--- config.mk ---
export PLATFORM = sky130hd
export DESIGN_NAME = sid_pot_adc
export DESIGN_NICKNAME = d
export VERILOG_FILES = /design/src/rtl/sid_pkg.sv /design/src/rtl/sid_sync.sv /design/src/rtl/sid_pot_adc.sv
export SDC_FILE = /design/constraint.sdc
export NUM_CORES = 1
export LEC_CHECK = 0
export ABC_CLOCK_PERIOD_IN_PS = 2500
export CORE_AREA = 5 5 80 82
export DETAILED_ROUTE_END_ITERATION = 12
export DIE_AREA = 0 0 85 87
export SYNTH_ARGS = -nofsm -noshare
export SYNTH_HDL_FRONTEND = slang
export SYNTH_SLANG_ARGS = --single-unit
--- constraint.sdc ---
create_clock -name clk -period 2.5 [get_ports clk]
set_input_delay 0.625 -clock clk [delete_from_list [all_inputs] [get_ports clk]]
set_output_delay 0.625 -clock clk [all_outputs]
set_load 0.05 [all_outputs]
--- src/rtl/sid_pkg.sv ---
// rtl/sid_pkg.sv - shared types and constants for the SID pot ADC
package sid_pkg;

  // Conversion phase: discharge the pot capacitor, then time its recharge
  typedef enum logic {POT_DISCHARGE, POT_MEASURE} sid_pot_state_t;

  localparam int POT_CNT_BITS = 8;

  typedef logic [POT_CNT_BITS-1:0] sid_pot_t;

endpackage : sid_pkg

--- src/rtl/sid_sync.sv ---
// rtl/sid_sync.sv - generic N-stage, W-bit synchronizer for asynchronous inputs
module sid_sync #(
  parameter int N = 2,
  parameter int W = 1
) (
  input  logic         clk,
  input  logic         rst_n,
  input  logic [W-1:0] d,
  output logic [W-1:0] q
);

  logic [N-1:0][W-1:0] sync_q;
  logic [N-1:0][W-1:0] sync_d;

  // Shift the raw input down the chain; stage 0 takes the async input
  always_comb begin
    sync_d    = sync_q;
    sync_d[0] = d;
    for (int i = 1; i < N; i++) begin
      sync_d[i] = sync_q[i-1];
    end
  end

  // Synchronizer flops, clocked every clk
  always_ff @(posedge clk or negedge rst_n) begin
    if (!rst_n) begin
      sync_q <= '0;
    end else begin
      sync_q <= sync_d;
    end
  end

  assign q = sync_q[N-1];

endmodule : sid_sync

--- src/rtl/sid_pot_adc.sv ---
// rtl/sid_pot_adc.sv - POTX/POTY RC charge-time ADC using phi2 cycle counting
module sid_pot_adc
  import sid_pkg::*;
#(
  parameter int CHANNELS = 2,
  parameter int CNT_BITS = POT_CNT_BITS,
  parameter int SYNC_FF  = 2
) (
  input  logic                         clk,
  input  logic                         rst_n,
  input  logic                         phi2_en,
  input  logic [CHANNELS-1:0]          pot_cmp,
  output logic                         pot_discharge,
  output logic [CHANNELS*CNT_BITS-1:0] pot_val,
  output logic                         pot_valid
);

  localparam logic [CNT_BITS-1:0] CNT_MAX = '1;

  logic [CHANNELS-1:0] cmp_sync;

  sid_pot_state_t state_q, state_d;
  logic [CNT_BITS-1:0] cnt_q, cnt_d;
  logic [CHANNELS-1:0] done_q, done_d;
  logic [CHANNELS-1:0][CNT_BITS-1:0] shadow_q, shadow_d;
  logic [CHANNELS-1:0][CNT_BITS-1:0] val_q, val_d;
  logic valid_q, valid_d;

  // Comparator outputs are asynchronous to clk; the FSM only sees the synced copy
  sid_sync #(
    .N (SYNC_FF),
    .W (CHANNELS)
  ) u_cmp_sync (
    .clk   (clk),
    .rst_n (rst_n),
    .d     (pot_cmp),
    .q     (cmp_sync)
  );

  // Phase sequencing, per-channel capture and atomic result publication
  always_comb begin
    state_d  = state_q;
    cnt_d    = cnt_q;
    done_d   = done_q;
    shadow_d = shadow_q;
    val_d    = val_q;
    valid_d  = 1'b0;
    if (phi2_en) begin
      cnt_d = cnt_q + 1'b1;
      unique case (state_q)
        POT_DISCHARGE: begin
          if (cnt_q == CNT_MAX) begin
            state_d = POT_MEASURE;
            done_d  = '0;
          end
        end
        POT_MEASURE: begin
          // First threshold crossing wins; later comparator activity is ignored
          for (int c = 0; c < CHANNELS; c++) begin
            if (!done_q[c] && cmp_sync[c]) begin
              shadow_d[c] = cnt_q;
              done_d[c]   = 1'b1;
            end
          end
          // A channel not yet captured reads as full scale; a crossing on this
          // very strobe would also have captured CNT_MAX, so both cases agree
          if (cnt_q == CNT_MAX) begin
            for (int c = 0; c < CHANNELS; c++) begin
              val_d[c] = done_q[c] ? shadow_q[c] : CNT_MAX;
            end
            valid_d = 1'b1;
            state_d = POT_DISCHARGE;
          end
        end
        default: state_d = POT_DISCHARGE;
      endcase
    end
  end

  // State, counter and result registers
  always_ff @(posedge clk or negedge rst_n) begin
    if (!rst_n) begin
      state_q  <= POT_DISCHARGE;
      cnt_q    <= '0;
      done_q   <= '0;
      shadow_q <= '0;
      val_q    <= '0;
      valid_q  <= 1'b0;
    end else begin
      state_q  <= state_d;
      cnt_q    <= cnt_d;
      done_q   <= done_d;
      shadow_q <= shadow_d;
      val_q    <= val_d;
      valid_q  <= valid_d;
    end
  end

  assign pot_discharge = (state_q == POT_DISCHARGE);
  assign pot_val       = val_q;
  assign pot_valid     = valid_q;

endmodule : sid_pot_adc

Yosys cells after proc, flatten, opt, wreduce, memory -nomap -nowiden
Cells that the tools add are included.

Equality and inequality tests: 4. Muxes and demuxes: 11. Add/subtract/negate cells: 1. Reductions and logical operators: 9. Bitwise operators: 1.

Operators with widths (count): two-way mux 8 bit (2); AND reduction 3 bit (5); adder 8 x 1 -> 8 bit, second input constant (1); == test 8 bit, second input constant (1); two-way mux 1 bit (6); inequality test 2 x 1 -> 1 bit, second input constant (3); one-hot mux 2 bit (2 select lines) (1); logical AND 1 bit (2); zero test 1 bit (2); two-way mux 2 bit (1); one-hot mux 1 bit (2 select lines) (1); inverter 1 bit (1).

Output and inout bits: 18. Bits in registers: 48.

Depth between registers and ports, before layout
Gate-level depths: netlist (run 1).

Word-level depth: 4. Mapped depth: 6.

By module
From an unflattened synthesis (run 1), not the netlist that was laid out.

Cell total of the unflattened synthesis: 132. Area total of the unflattened synthesis: 1926.8 um2.

Modules (own cells, without submodules): sid_pot_adc (times used 1, area each 1826.8 um2, cells an instance 128); sid_sync (times used 1, area each 100.1 um2, cells an instance 4).

Worst setup path after synthesis (run 1)
Ideal clock, no wire load.

Path type: register to register. Start point: reg state_q. End point: reg val_q, in the netlist pot_val[0]. Path buffers: 1. Data arrival time: 1672 ps. Setup slack: 703 ps. Period minus slack after synthesis: 1797 ps. Cell stages (with the launch flop): 5. Cells stage by stage: dfrtp_1 > inv_1 > nor4_4 > buf_6 > mux2_2.

Cells in the longest elaborated chain, start to end: 1.

Ends and longest elaborated chain: start, declared (line sid_pot_adc.sv:22) `sid_pot_state_t state_q, state_d;`; start signal, assigned (line sid_pot_adc.sv:90) `state_q <= state_d;`; AND reduction 3 bit (no source line); end signal, assigned (line sid_pot_adc.sv:94) `val_q <= val_d;`; end, declared (line sid_pot_adc.sv:26) `logic [CHANNELS-1:0][CNT_BITS-1:0] val_q, val_d;`.

No other way between the ends. A chain may end at the register's enable or synchronous reset.

Worst setup path in the final report (run 1)
Start point: reg state_q. End point: out pot_discharge.

Cells in the longest elaborated chain, start to end: 1.

Ends and longest elaborated chain: inverter 1 bit; end, declared (line sid_pot_adc.sv:13) `output logic pot_discharge,`.

No other way between the ends.

==> impl_metrics.ini, run 1 <==
[yosys]
synthCells = 133
synthMuxAreaShare_pct = 19.2
synth_flop_cell = dfrtp_1
yosys.area.top_type = dfrtp_1
synth_area_per_cell_um2 = 14.5
synth_area_um2 = 1930
yosys_warnings = 0
yosys.area_share.xor_xnor_pct = 3.18
synth_nets = 140
synth_top_area_share_pct = 62.2
synth_top_family_by_area = multiplexers
async_flop_share_pct = 100
synth_edf_count = 0
synthSimpleGateAreaFrac_pct = 11.5
synth_cell_type_count = 20
yosys-top-cells-area = dfrtp_1 (62%), mux2_2 (19%), nand2b_1 (5.2%)
ys_seq_area_share_pct = 62.2
synth.ff_latch_count = 48
synth-compound-area-share_pct = 0.778
synth.most_common_cell = dfrtp_1
synth_commonest_cells = dfrtp_1 (48), mux2_2 (33), nand2b_1 (16)
synthAdderAreaFrac_pct = 1.30

[route]
routedWlPerCell_um = 13.4
maxUsedRoutingLayer = met4
viasPerCell = 4.62
route.met3.wl_um = 169
dr.pass1.iters = 4
met1Wirelength_um = 1430
drc_errors = 0
dr_wl_met2_um = 1520
wirelength_um = 3190
vias = 1103
drt_iter0_markers = 61
ant_nets = 0

[floorplanning]
fp.dieW_um = 85
placementRows = 28
dieArea_um2 = 7400
fp.dieH_um = 87
coreArea_um2 = 5680
ios = 23
start_util_pct = 34.0

[cts]
cts_sinks = 48
clk_transition_reported_paths_ns = 0.08
cts_root_buf = clkbuf_8
ctsResizeCount = 0
cts_tree = built
post-cts-setup-buffer-count = 0
clock_path_buffers = 2
cts_hold_buf = 0
cts_max_level = 2
cts_buffers = 5
clkLatencyLatePin_ns = 0.30

[min_path]
hp-class = input pin to asynchronous set/reset pin

[cells_and_area]
diodes = 0
fillers = 550
layout-drive-gt1-share_pct = 28.7
fin_nets = 170
area_growth_syn_to_layout_pct = 21.2
post-route-cell-area_um2 = 2340

[critical_path]
end_kind = output port
criticalPathCategory = flip-flop to output port
critPathRequiredTime_ns = 1.88
cp_max_fo = 5
cp_data_arrival_time_ns = 1.70
start_kind = flip-flop

[global_route]
grtUsageTotal_pct = 10.2
grt_pass1_wl_um = 5820
grt_max_degree = 31
grt_overflow_total = 0
antenna_found_initial = 0
first_global_vias = 1208

[sta]
hold_viol = 0
tns_ns = 0
finalMaxSlewViolations = 0
worst_slew_pin_slew_ns = 0.501
setup_viol = 0
rsz0062_at_grt = no
max_freq_ghz = 0.431
finalCritPeriodShare_pct = 92.8
slew_headroom_pct = 66.5
fin_worst_skew_ns = 0.00431
min_period_ns = 2.32

[run_status]
status = complete, no violations

[power]
p_per_area_nw_per_um2 = 792
p_clk_share_pct = 24.9
seqPwrFrac_pct = 59.0
peakVddDrop_v = 0.000271
p_int_w = 0.00133
switchingPower_w = 0.000526
p_sw_share_pct = 28.4
leakage_nw = 1.12
power.share.combinational_pct = 16.1

[run]
maxCapViolations = 0

[placed_design]
portBuffers = 22
hpwlAfterDp_um = 2270
place_area_um2 = 2250
gp_congestion = 0.768
[cell usage in the layout, fill, tap and decap left out, drive strengths merged]
| cell type | instances |
|---|---|
| and2 | 1 |
| and3 | 1 |
| buf | 5 |
| clkbuf | 8 |
| clkdlybuf4s50 | 21 |
| dfrtp | 48 |
| ha | 2 |
| inv | 4 |
| mux2 | 33 |
| nand2 | 3 |
| nand2b | 16 |
| nand3 | 1 |
| nand4 | 6 |
| nor2 | 3 |
| nor4 | 2 |
| o21ai | 3 |
| xnor2 | 4 |
| xor2 | 3 |
[final cells by class]
type	count	area, um2	area share (%)
clock buffers	8	90.1	3.85
inverters	4	15.0	0.642
multi-input cells	78	694	29.7
flip-flops and latches	48	1200	51.3
well taps	75	93.8	4.01
repair buffers	26	245	10.5
[sequential cells by signal, summed over array words and instances (netlist names)]
| signal | flops |
|---|---|
| pot_val | 16 |
| done_q | 2 |
| shadow_q | 16 |
| cnt_q | 8 |
| pot_valid | 1 |
| u_cmp_sync.sync_d | 2 |
| u_cmp_sync.q | 2 |
| state_q | 1 |
[final timing paths]
kind / startpoint / to / slack (ns) / depth (start not counted)
hold reg to reg: u_cmp_sync.sync_d[3] / u_cmp_sync.q[1] / 0.36 / 0
min in group clk: u_cmp_sync.sync_d[3] / u_cmp_sync.q[1] / 0.36 / 0
setup reg to reg: cnt_q[0] / pot_val[11] / 0.69 / 5
setup / recovery: state_q / pot_discharge / 0.18 / 2
max in group asynchronous: rst_n / u_cmp_sync.q[0] / 1.51 / 2
hold / removal: rst_n / pot_val[12] / 0.26 / 1
[power by group through the flow]
| stage | clock (W) | sequential, W | combinational, W |
|---|---|---|---|
| 4_1_cts | 0.000484 | 0.00110 | 0.000305 |
| 6_report | 0.000461 | 0.00109 | 0.000298 |
| 3_5_place_dp | 0 | 0.00111 | 0.000302 |
| 5_1_grt | 0.000520 | 0.00112 | 0.000347 |
| 2_1_floorplan | 0 | 0.00104 | 0.000257 |
| 3_3_place_gp | 0 | 0.00111 | 0.000291 |
[layer usage]
layer | global-route usage (%) | up-vias
met1 | 12.2 | 548
li1 | - | 518
met2 | 16.4 | 29
met5 | 0 | -
met4 | 5.61 | 0
met3 | 3.03 | 8
[stage by stage]
step	total power (W)	util [%]	worst slack, ns	cells	hold WS [ns]
global route	0.00199	41.2	0.104	239	0.282
CTS	0.00189	41.2	0.158	239	0.264
global placement	0.00140	39.6	0.191	231	0.338
finish	0.00185	41.2	0.179	239	0.257
floorplan	0.00130	-	0.703	133	0.329
detailed placement	0.00141	39.6	0.139	231	0.341
[cell families after synthesis]
family	count (synthesis)
flip-flops	48
multiplexers	33
AND/OR/NAND/NOR	33
XOR/XNOR	7
buffers and inverters	7
AO/OA/AOI/OAI	3
adder cells (fa/ha/maj)	2
[critical path, stage by stage (launching register included)]
cell	delay [ns]
dfrtp_1	0.43
inv_1	0.15
clkdlybuf4s50_1	0.83
Power figures use the tool's default switching activity.
==> inputs of run 2 (changes only) <==
- RECOVER_POWER: default -> 100
==> impl_metrics.ini, run 2 (same netlist as run 1, synthesis figures left out) <==
[route]
dr.pass1.iters = 4
drc_errors = 0
drt_iter0_markers = 58
vias = 1101
viasPerCell = 4.61
ant_nets = 0
routedWlPerCell_um = 13.3
wirelength_um = 3190

[cells_and_area]
area_growth_syn_to_layout_pct = 20.5
fin_nets = 170
layout-drive-gt1-share_pct = 26.8
layout_commonest_cell = dfrtp_1
diodes = 0
mostFrequentLayoutCells = dfrtp_1 (48), mux2_2 (33), dlygate4sd3_1 (20), nand2b_1 (16), clkbuf_8 (6)

[min_path]
min_to = u_cmp_sync.q[1]
hold_path.startpoint = u_cmp_sync.sync_d[3]
hp-class = flip-flop to flip-flop
hold_depth = 0

[sta]
max_freq_ghz = 0.431
finalCritPeriodShare_pct = 92.8
tns_ns = 0
min_period_ns = 2.32
hold_viol = 0
worst_slew_pin_slew_ns = 1.03
setup_viol = 0
slew_headroom_pct = 31.2
rsz0062_at_grt = no
finalMaxSlewViolations = 0
fin_worst_skew_ns = 0.00463

[critical_path]
reg2reg_to = pot_val[11]
critPathRequiredTime_ns = 1.88
slowest_stage = clkdlybuf4s50_1
reg2regPathDepth = 5
timing.rr.start = cnt_q[0]
start_kind = flip-flop
end_kind = output port
slowest_delay_ns = 0.83
path_cells = inv_1 > clkdlybuf4s50_1
cp_data_arrival_time_ns = 1.70
criticalPathCategory = flip-flop to output port
r2r_setup_slack_ns = 0.55
cp_top_family = buffers and inverters
worst-path-buf-inv = 2
cp_max_fo = 5

[floorplanning]
coreArea_um2 = 5680
fp.dieH_um = 87
dieArea_um2 = 7400
fp.dieW_um = 85
ios = 23
start_util_pct = 34.0
placementRows = 28

[placed_design]
gp_congestion = 0.768
hpwlAfterDp_um = 2270
portBuffers = 22

[cts]
cts_hold_buf = 0
ctsResizeCount = 0
clkLatencyLatePin_ns = 0.30
cts_buffers = 5
clock_path_buffers = 2
post-cts-setup-buffer-count = 0
cts_tree = built
cts_sinks = 48
cts_root_buf = clkbuf_8
cts_max_level = 2
clk_transition_reported_paths_ns = 0.08

[global_route]
antenna_found_initial = 0
grtUsageTotal_pct = 10.2
grtUsageMet2_pct = 16.4
first_global_vias = 1208
grt_max_degree = 31
use_met1_pct = 12.2
grt_overflow_total = 0
grt_pass1_wl_um = 5820
busiest_layer = met2
use_met3_pct = 3.03

[power]
power_w = 0.00185
peakVddDrop_v = 0.000272
p_per_area_nw_per_um2 = 795
leakage_nw = 1.17

[run]
maxCapViolations = 0

[run_status]
status = complete, no violations
==> run 2: cell count changes in the layout (fill, tap and decap cells not counted), sizes merged <==
cell / before / now
buf: 5 / 0
clkbuf: 8 / 13
clkdlybuf4s50: 21 / 1
dlygate4sd3: 0 / 20
==> run 2: report_power, final <==
part           internal, W  switching (W)  total (W)
logic             0.000177       0.000119   0.000295
clock network     0.000226       0.000236   0.000461
registers         0.000922       0.000171    0.00109
==> run 2: per-stage QoR <==
stage / hold WS (ns) / area, um2 / instances / setup WS [ns] / util, %
2_1_floorplan: 0.329 / 1930 / 133 / 0.703 / -
3_3_place_gp: 0.338 / 2250 / 231 / 0.191 / 39.6
3_5_place_dp: 0.341 / 2250 / 231 / 0.139 / 39.6
4_1_cts: 0.264 / 2340 / 239 / 0.158 / 41.2
5_1_grt: 0.375 / 2330 / 239 / 0.104 / 41.0
6_report: 0.355 / 2330 / 239 / 0.179 / 41.0
==> run 2: final cells by class <==
class / count / area [um2]
Multi-Input combinational cell: 78 / 694
Clock buffer: 8 / 90.1
Fill cell: 554 / 3350
Sequential cell: 48 / 1200
Timing Repair Buffer: 26 / 231
Inverter: 4 / 15.0
Tap cell: 75 / 93.8
==> run 2: worst max-delay path by stage <==
stage             from            end  slack, ns  cells after the start
5_1_grt        state_q  pot_discharge       0.10                      2
4_1_cts        state_q  pot_discharge       0.16                      2
3_5_place_dp   phi2_en     pot_val[3]       0.14                      5
3_3_place_gp   phi2_en     pot_val[5]       0.19                      5
6_report       state_q  pot_discharge       0.18                      2
2_1_floorplan  state_q     pot_val[0]       0.70                      4
==> run 2: routing by layer <==
layer | wire length (um) | vias up | part of all wire (%)
met5 | 0 | - | 0
met3 | 168 | 8 | 5.3
met2 | 1520 | 29 | 48
li1 | - | 518 | -
met1 | 1430 | 546 | 45
met4 | 78 | 0 | 2.4
==> run 2: worst register-to-register path, delay by kind of cell, from the launching register on <==
kind | cells | cell delay [ns]
flops | 1 | 0.47
buf+inv | 1 | 0.39
mux | 1 | 0.39
fa+ha+maj | 1 | 0.25
simple gates | 2 | 0.34
==> inputs of run 3 (changes only) <==
- CORE_AREA: 5 5 80 82 -> 5 5 76 85
- DIE_AREA: 0 0 85 87 -> 0 0 81 90
- REMOVE_ABC_BUFFERS: default -> 1
==> impl_metrics.ini, run 3 (same netlist as run 1, synthesis figures left out) <==
[critical_path]
endpoint = pot_discharge
critPathRequiredTime_ns = 1.88
cp_max_fo = 5
r2r_setup_slack_ns = 0.49
criticalPathCategory = flip-flop to output port
setup.worst_path.start = state_q
start_kind = flip-flop
cp_data_arrival_time_ns = 1.72
reg2reg_to = pot_val[1]
timing.rr.start = cnt_q[0]
reg2regPathDepth = 5
end_kind = output port

[cells_and_area]
mostFrequentLayoutCells = dfrtp_1 (48), mux2_2 (33), dlygate4sd3_1 (21), nand2b_1 (16)
multi_input_area_um2 = 679
diodes = 0
final_core_util_pct = 41.9
area_growth_syn_to_layout_pct = 21.2
fillers = 541
regArea_um2 = 1200
layout-drive-gt1-share_pct = 27.9
layout_commonest_cell = dfrtp_1
fin_nets = 171

[route]
drt_iter0_markers = 69
dr.pass1.iters = 4
routedWlPerCell_um = 13.3
wirelength_um = 3210
viasPerCell = 4.55
vias = 1101
ant_nets = 0
drc_errors = 0

[cts]
cts_buffers = 5
cts_hold_buf = 0
cts_root_buf = clkbuf_8
ctsResizeCount = 0
cts_max_level = 2
post-cts-setup-buffer-count = 0
cts_tree = built
cts_sinks = 48
clock_path_buffers = 2
clkLatencyLatePin_ns = 0.30
clk_transition_reported_paths_ns = 0.08

[min_path]
hp-class = flip-flop to flip-flop

[floorplanning]
fp.dieW_um = 81
fp.dieH_um = 90
placementRows = 29
dieArea_um2 = 7290
ios = 23
coreArea_um2 = 5590
start_util_pct = 34.5

[power]
peakVddDrop_v = 0.000477
leakage_nw = 1.18
p_per_area_nw_per_um2 = 825

[sta]
finalCritPeriodShare_pct = 93.7
worst_slew_pin_slew_ns = 1.88
slew_headroom_pct = -25.0
min_period_ns = 2.34
hold_viol = 0
finalMaxSlewViolations = 37
tns_ns = 0
rsz0062_at_grt = no
setup_viol = 0
fin_worst_skew_ns = 0.00420
max_freq_ghz = 0.427

[global_route]
antenna_found_initial = 0
first_global_vias = 1187
grtUsageTotal_pct = 10.1
grt_overflow_total = 0
grt_pass1_wl_um = 5710
grt_max_degree = 37

[placed_design]
gp_congestion = 0.660
hpwlAfterDp_um = 2280
portBuffers = 22

[run]
maxCapViolations = 1

[run_status]
status = complete, but fails checks
violations = max-capacitance violations, max-slew violations
==> run 3: metrics by stage <==
step / total power [W] / instance area (um2) / hold slack, ns / std cells / setup slack (ns)
finish: 0.00193 / 2340 / 0.357 / 242 / 0.159
global route: 0.00206 / 2340 / 0.373 / 242 / 0.0705
CTS: 0.00198 / 2370 / 0.362 / 242 / 0.153
detailed placement: 0.00141 / 2260 / 0.342 / 234 / 0.250
global placement: 0.00140 / 2260 / 0.336 / 234 / 0.276
floorplan: 0.00129 / 1910 / 0.329 / 130 / 0.575
==> run 3: where the power goes <==
| part | internal (W) | switching [W] |
|---|---|---|
| clock network | 0.000296 | 0.000252 |
| registers | 0.000922 | 0.000165 |
| logic | 0.000176 | 0.000118 |
| total | 0.00139 | 0.000535 |
==> run 3: layer usage <==
metal	vias up	global-route usage (%)	part of all wire, %
li1	517	-	-
met1	563	12.3	42
met2	15	16.0	51
met3	6	2.80	3.6
met4	0	5.49	2.5
met5	-	0	0
==> run 3: how the worst min path moves through the flow <==
stage	startpoint	cells past startpoint	endpoint
after global placement	u_cmp_sync.sync_d[2]	0	u_cmp_sync.q[0]
after floorplan	rst_n	0	cnt_q[0]
after detailed placement	u_cmp_sync.sync_d[3]	0	u_cmp_sync.q[1]
after CTS	u_cmp_sync.sync_d[3]	0	u_cmp_sync.q[1]
final	u_cmp_sync.sync_d[3]	0	u_cmp_sync.q[1]
after global routing	u_cmp_sync.sync_d[3]	0	u_cmp_sync.q[1]
==> run 3: critical path, cell delays in order, from the launching register on <==
cell           delay, ns
dfrtp_1             0.43
inv_1               0.11
dlygate4sd3_1       0.88
==> run 3: cell type report <==
class                           count  area share (%)
Timing Repair Buffer               27            10.1
Clock buffer                        5            2.94
Multi-Input combinational cell     78            29.0
Inverter                            4           0.642
Tap cell                           77            4.12
Sequential cell                    48            51.3
Clock inverter                      3            1.82
